### src/rtl/matrix_row_streamer_pkg.sv
// Shared constants and FSM encoding for the matrix row streamer.
// Default geometry: 8x8 matrix of 32-bit words in a 128-entry RAM.
package matrix_row_streamer_pkg;

    localparam int MRS_WORD_LEN  = 32;
    localparam int MRS_DIM       = 8;
    localparam int MRS_ADDR_BITS = 7;

    typedef enum logic [2:0] {
        MRS_LOAD    = 3'd0,
        MRS_FULL    = 3'd1,
        MRS_RD_ADDR = 3'd2,
        MRS_RD_CAP  = 3'd3,
        MRS_RD_OUT  = 3'd4
    } mrs_state_e;

endpackage

### src/rtl/matrix_row_streamer.sv
// Loads a DIM x DIM matrix word by word into a parallel-row RAM,
// then streams it back one full row per RAM access.
module matrix_row_streamer
    import matrix_row_streamer_pkg::*;
#(
    parameter int WORD_LEN  = MRS_WORD_LEN,
    parameter int DIM       = MRS_DIM,
    parameter int ADDR_BITS = MRS_ADDR_BITS,
    parameter int BASE_ADDR = 0,
    localparam int RW = (DIM > 1) ? $clog2(DIM) : 1
) (
    input  logic                    clk,
    input  logic                    rst,
    input  logic [WORD_LEN-1:0]     s_data,
    input  logic                    s_valid,
    output logic                    s_ready,
    input  logic                    rd_start,
    output logic [WORD_LEN-1:0]     ram_data,
    output logic [ADDR_BITS-1:0]    ram_addr,
    output logic                    ram_we,
    input  logic [WORD_LEN*DIM-1:0] ram_q,
    output logic [WORD_LEN*DIM-1:0] row_data,
    output logic [RW-1:0]           row_idx,
    output logic                    row_valid,
    input  logic                    row_ready,
    output logic                    load_done
);

    localparam int CW        = $clog2(DIM * DIM) + 1;
    localparam int LAST_WORD = DIM * DIM - 1;

    if (BASE_ADDR + DIM * DIM - 1 > 2 ** ADDR_BITS - 1) begin : g_addr_range
        $error("matrix_row_streamer: matrix does not fit in RAM");
    end

    mrs_state_e                state_q, state_d;
    logic [CW-1:0]             wr_cnt_q, wr_cnt_d;
    logic [RW-1:0]             row_q, row_d;
    logic                      ram_we_q, ram_we_d;
    logic [ADDR_BITS-1:0]      ram_addr_q, ram_addr_d;
    logic [WORD_LEN-1:0]       ram_data_q, ram_data_d;
    logic [WORD_LEN*DIM-1:0]   row_data_q, row_data_d;
    logic [RW-1:0]             row_idx_q, row_idx_d;
    logic                      row_valid_q, row_valid_d;
    logic                      load_done_q, load_done_d;

    function automatic logic [ADDR_BITS-1:0] row_addr(input logic [RW-1:0] r);
        return ADDR_BITS'(BASE_ADDR + int'(r) * DIM);
    endfunction

    // The row address is issued on entry to RD_ADDR and held through
    // RD_CAP, so a registered-address RAM has q ready for the capture.
    always_comb begin
        state_d     = state_q;
        wr_cnt_d    = wr_cnt_q;
        row_d       = row_q;
        ram_we_d    = 1'b0;
        ram_addr_d  = ram_addr_q;
        ram_data_d  = ram_data_q;
        row_data_d  = row_data_q;
        row_idx_d   = row_idx_q;
        row_valid_d = row_valid_q;
        load_done_d = load_done_q;
        unique case (state_q)
            MRS_LOAD: begin
                if (s_valid) begin
                    ram_we_d   = 1'b1;
                    ram_addr_d = ADDR_BITS'(BASE_ADDR + int'(wr_cnt_q));
                    ram_data_d = s_data;
                    wr_cnt_d   = wr_cnt_q + CW'(1);
                    if (wr_cnt_q == CW'(LAST_WORD)) begin
                        state_d     = MRS_FULL;
                        load_done_d = 1'b1;
                    end
                end
            end
            MRS_FULL: begin
                if (rd_start) begin
                    state_d    = MRS_RD_ADDR;
                    row_d      = '0;
                    ram_addr_d = row_addr('0);
                end
            end
            MRS_RD_ADDR: begin
                ram_addr_d = row_addr(row_q);
                state_d    = MRS_RD_CAP;
            end
            MRS_RD_CAP: begin
                row_data_d  = ram_q;
                row_idx_d   = row_q;
                row_valid_d = 1'b1;
                state_d     = MRS_RD_OUT;
            end
            MRS_RD_OUT: begin
                if (row_valid_q && row_ready) begin
                    row_valid_d = 1'b0;
                    if (row_q == RW'(DIM - 1)) begin
                        state_d     = MRS_LOAD;
                        load_done_d = 1'b0;
                        wr_cnt_d    = '0;
                    end else begin
                        row_d      = row_q + RW'(1);
                        ram_addr_d = row_addr(row_q + RW'(1));
                        state_d    = MRS_RD_ADDR;
                    end
                end
            end
            default: state_d = MRS_LOAD;
        endcase
    end

    always_ff @(posedge clk) begin
        if (rst) begin
            state_q     <= MRS_LOAD;
            wr_cnt_q    <= '0;
            row_q       <= '0;
            ram_we_q    <= 1'b0;
            ram_addr_q  <= '0;
            ram_data_q  <= '0;
            row_data_q  <= '0;
            row_idx_q   <= '0;
            row_valid_q <= 1'b0;
            load_done_q <= 1'b0;
        end else begin
            state_q     <= state_d;
            wr_cnt_q    <= wr_cnt_d;
            row_q       <= row_d;
            ram_we_q    <= ram_we_d;
            ram_addr_q  <= ram_addr_d;
            ram_data_q  <= ram_data_d;
            row_data_q  <= row_data_d;
            row_idx_q   <= row_idx_d;
            row_valid_q <= row_valid_d;
            load_done_q <= load_done_d;
        end
    end

    assign s_ready   = (state_q == MRS_LOAD);
    assign ram_we    = ram_we_q;
    assign ram_addr  = ram_addr_q;
    assign ram_data  = ram_data_q;
    assign row_data  = row_data_q;
    assign row_idx   = row_idx_q;
    assign row_valid = row_valid_q;
    assign load_done = load_done_q;

endmodule

### config.mk
export PLATFORM = sky130hd
export DESIGN_NAME = matrix_row_streamer
export DESIGN_NICKNAME = d
export VERILOG_FILES = /design/src/rtl/matrix_row_streamer_pkg.sv /design/src/rtl/matrix_row_streamer.sv
export SDC_FILE = /design/constraint.sdc
export NUM_CORES = 1
export LEC_CHECK = 0
export ABC_AREA = 1
export ABC_CLOCK_PERIOD_IN_PS = 1400
export CAP_MARGIN = 20
export CELL_PAD_IN_SITES_DETAIL_PLACEMENT = 1
export CELL_PAD_IN_SITES_GLOBAL_PLACEMENT = 1
export CORE_AREA = 4 4 228 230
export DETAILED_ROUTE_END_ITERATION = 8
export DIE_AREA = 0 0 232 234
export PLACE_DENSITY_LB_ADDON = 0.2
export SETUP_SLACK_MARGIN = 0.3
export SLEW_MARGIN = 30
export SYNTH_ARGS = -nofsm -noshare
export SYNTH_HDL_FRONTEND = slang
export SYNTH_SLANG_ARGS = --single-unit
### constraint.sdc
create_clock -name clk -period 1.4 [get_ports clk]
set_input_delay 0.14 -clock clk [delete_from_list [all_inputs] [get_ports clk]]
set_output_delay 0.14 -clock clk [all_outputs]
set_load 0.01 [all_outputs]
* Word-level counts from Yosys, hierarchy flattened *
Cells that the tools add are included.

operators by class
  $add $sub $neg = 2
  multiply operators = 0
  div/mod/pow operators = 0
  magnitude comparators = 0
  equality and inequality tests = 12
  shift operators = 0
  multiplexer cells = 27
  bitwise operators = 1
  reduce and logical (&&, ||, !) cells = 14

operators with widths
  cell                 number
  $mux 7               7
  $pmux 7 s4           1
  $mux 3               7
  $pmux 3 s5           1
  $pmux 7 s2           1
  $reduce_and 4->1     3
  $ne 2x2->1 const B   5
  $reduce_and 5->1     2
  $add 7x1->7 const B  1
  $eq 7x6->1 const B   1
  $eq 3x2->1 const B   2
  $eq 3x3->1 const B   2
  $mux 1               6
  $pmux 3 s2           1
  $reduce_bool 2->1    3
  $pmux 1 s2           2
  $reduce_and 2->1     2
  $reduce_bool 4->1    1
  $add 3x1->3 const B  1
  $eq 3x1->1 const B   1
  $logic_not 3->1      1
  $mux 2               1
  $ne 2x1->1 const B   1
  $reduce_or 2->1      1
  2 further kinds      2

word-level totals
  register bits after elaboration = 314
  bits in latches = 0
  memory bits (writable) = 0
  ROM bits = 0
  output and inout port bits = 302
  memories kept = 0

* Longest topological paths before layout *
  depth after elaboration = 4
  depth in mapped cells = 10
  gate-level depth less buffers = 9

* Worst setup path after synthesis *
OpenSTA, ideal clock, no wires.

  path kind = reg-to-reg
  start = register row_q[0]
  end = register wr_cnt_q[6]
  library setup time = 128 ps
  data arrival time = 1,261 ps
  slack = 11 ps
  cell stages (with the launch flop) = 9
  path buffers = 0
  cells stage by stage = dfxtp_1 ha_1 ha_1 o21ai_1 inv_1 nand3_1 nor2_1 nor2_1 nor2_1

between the ends
  cells in the longest elaborated chain, start to end = 3

ends and longest elaborated chain
  item                        RTL line                    text
  start: declaration          matrix_row_streamer.sv:38   logic [RW-1:0] row_q, row_d;
  start signal: assignment    matrix_row_streamer.sv:127  row_q <= row_d;
  $eq 3x3->1                  matrix_row_streamer.sv:97   if (row_q == RW'(DIM - 1)) begin
  $ne 2x2->1 (no line)        -
  $reduce_and 4->1 (no line)  -
  end signal: assignment      matrix_row_streamer.sv:126  wr_cnt_q <= wr_cnt_d;
  end: declaration            matrix_row_streamer.sv:37   logic [CW-1:0] wr_cnt_q, wr_cnt_d;

Every way passes these cells.
A chain may end at the register's enable or synchronous reset.

* Worst setup path in the final report *
  start = register state_q[1]
  end = output s_ready

between the ends
  cells in the longest elaborated chain, start to end = 1

ends and longest elaborated chain
  item                      RTL line                    text
  start: declaration        matrix_row_streamer.sv:36   mrs_state_e state_q, state_d;
  start signal: assignment  matrix_row_streamer.sv:125  state_q <= state_d;
  $logic_not 3->1           matrix_row_streamer.sv:138  assign s_ready = (state_q == MRS_LOAD);
  end: declaration          matrix_row_streamer.sv:16   output logic s_ready,

Every way passes these cells.

==> run summary <==
Vias - 12500
Max-cap violation count - 0
Largest net degree at the start of global routing - 100
CP Buf/Inv Count - 2
Hold crit path type - primary input to register
DRT Wirelength - 58300 um
# DRC - 0
Detailed Place HPWL - 39500 um
FF-to-FF path depth - 8
Hold buffers post-CTS - 0
Slowest CP cell - dfxtp_4
Fmax - 0.689 GHz
RSZ-0062 raised after global routing - true
Cell Area, Synth - 11200 um2
Area grow syn2layout - 86.0%
Clk root buf - clkbuf_16
Placed Area - 18200 um2
Number of cell rows - 82
Hold_sp - rst
Layout Skew - 0.0118 ns
CP delay by family, top - flip-flops
Outcome - finished, violations left
Setup WS post-layout - -0.0522 ns
Max H-tree Level - 2
Detailed Routing Iterations Pass 1 - 4
Worst Path Max Fanout - 5
Critical Path Start - state_q[1]
Pwr Density - 976 nW/um2
Worst Path Required - 1.26 ns
CP Cell Sequence - inv_2 > nand2_4 > nor2_4 > buf_6
DP Worst Slack - -0.224 ns
Area leader, netlist - dfxtp_1
WL/cell - 20.8 um
TritonCTS buffer count - 39
Final Hold Violating Endpoints - 0
Failing checks - setup timing
Hold Path End - load_done
CTS tree - yes
Cells after Synth - 1465
Die W - 232 um
Sequential area share after synthesis - 0.559
Worst flop-to-flop path startpoint - state_q[2]
First-pass GRT wire length - 79400 um
Final setup vio count - 15
Die area - 54300 um2
CTS Buffer Depth - 3
VDD IR-drop max - 0.643 mV
Worst skew pair latency - 0.54 ns
Hold Path Stages - 3
Warnings, synthesis - 0
Area contributors post-synth - dfxtp_1 (56%), nor2_1 (18%), o21ai_0 (8.4%)
Post-route antenna net violation count - 0
Die Ht - 234 um
All-layer global routing usage - 0.188
Mean Syn Cell Area - 7.68 um2
Worst rel slew slack - 0.704
Slew Limit Fails - 0
Port bufs - 594
Core area - 49900 um2
Boundary pin count - 595
Levels on crit path - 4
Kind of critical path - register to output port
R2r endpoint - row_data[94]
Initial antenna violation count - 6
Fin crit period - 1.45 ns
Total gr overflow - 0
DR vias/cell - 4.45
Initial Util - 0.226
Mapped Nets - 1761
Placed Cells - 2675
Leak Pwr - 9.78 nW
R2R Setup Slk - -0.03 ns
Layout cells sized above 1 - 0.238
Non-Filler Instances - 2807
Startpoint Class - register
Critical Path End Type - output port
WP data arrival - 1.31 ns
Clock-pin transition on the worst setup and hold timing paths - 0.06 ns
Vias in the first global route - 12600
Layout Utilization - 0.419
FF+latch count, synth - 314
Area share of the largest cell type after synthesis - 0.559
Crit share post-route - 1.04
Design area - 20900 um2
WHS - 0.110 ns
Library cells used by synthesis - 25
Routability congestion estimate from global placement - 0.809
Crit path largest cell delay - 0.37 ns
Layout net count - 2402
# clock sinks - 314
Starting DRC count in detailed routing - 527
Worst-margin pin slew - 0.443 ns
[worst register-to-register path, stage by stage (launching register included)]
cell     delay, ns
dfxtp_2       0.34
buf_12        0.14
nor2_8        0.05
buf_4         0.13
buf_12        0.13
inv_16        0.14
buf_16        0.23
nor2_1        0.09
nor2_1        0.12
[timing repair]
item                       4_1_cts  5_1_grt
pin swaps                       31       32
setup buffers                    8       18
setup endpoints to repair      616      616
resized for setup             1071       99
cloned                           0       36
[through the flow]
step	setup TNS [ns]	total power, mW
2_1_floorplan	0	9.53
3_3_place_gp	-6.73	10.6
3_5_place_dp	-8.18	10.6
4_1_cts	-0.128	20.7
5_1_grt	-9.48	21.2
6_report	-0.148	20.4
[per-layer routing]
metal	track usage	up-vias	wire (um)
met2	0.325	400	28800
met1	0.212	6020	22600
met4	0.0551	4	1440
met5	0	-	29
met3	0.0794	87	5410
li1	-	5985	-
[cell usage in the layout, fill, tap and decap left out, drive strengths merged, types with 5 or more instances in the layout]
| cell type | Yosys | layout |
|---|---|---|
| a21oi | 42 | 42 |
| nand2 | 100 | 102 |
| nand3 | 46 | 46 |
| dfxtp | 314 | 314 |
| buf | 56 | 212 |
| o21ai | 265 | 265 |
| inv | 27 | 31 |
| clkbuf | 46 | 78 |
| nor2 | 559 | 559 |
| dlygate4sd2 | 0 | 172 |
| clkinv | 1 | 5 |
| clkdlybuf4s50 | 0 | 291 |
| diode | 0 | 5 |
[logic make-up after synthesis]
group                      share of synthesized area
DFF                                            0.559
buffers and inverters                         0.0530
adders and majority gates                    0.00334
and+or+nand+nor                                0.247
xor gates and xnor gates                    0.000779
AOI/OAI and AO/OA                              0.137
[final cells by class]
cell class / instances / area [um2]
fillers: 5913 / 28900
diodes: 5 / 12.5
repair buffers: 698 / 7530
inverters: 28 / 126
clock inverters: 9 / 124
flip-flops and latches: 314 / 6460
well taps: 672 / 841
multi-input cells: 1023 / 4690
repair inverters: 2 / 17.5
clock buffers: 56 / 1110
[registers in the layout (all words and copies together), names as in the netlist]
register / count
load_done: 1
ram_we: 1
ram_data: 32
wr_cnt_q: 7
row_data: 256
row_idx: 3
row_valid: 1
row_q: 3
state_q: 3
ram_addr: 7
[power by group]
| part | total [mW] | internal [mW] | leakage, nW | switching [mW] |
|---|---|---|---|---|
| Sequential | 9.04 | 9.00 | 2.60 | 0.0444 |
| Clock | 9.98 | 6.02 | 0.609 | 3.96 |
| Combinational | 1.39 | 0.910 | 6.56 | 0.477 |
| Total | 20.4 | 15.9 | 9.78 | 4.48 |
[worst max path at each step]
stage	endpoint	slack, ns
after floorplan	wr_cnt_q[6]	0.18
after global placement	ram_data[26]	-0.18
after detailed placement	ram_data[28]	-0.22
after CTS	s_ready	-0.08
after global routing	row_q[2]	-0.12
final	s_ready	-0.05
[synth_stat cells]
master	number
nor2_1	552
dfxtp_1	314
o21ai_0	189
nand2_1	98
o21ai_1	76
clkbuf_1	45
nand3_1	45
buf_2	43
a21oi_1	42
inv_1	25
buf_4	12
nor2_2	5
ha_1	3
nor3_1	3
inv_2	2
nand2_2	2
buf_6	1
clkbuf_2	1
clkinv_1	1
nand3_2	1
nand3b_1	1
nor2_4	1
nor2_8	1
o21bai_1	1
xor2_1	1
No activity file was read; power rests on OpenSTA's default activity.
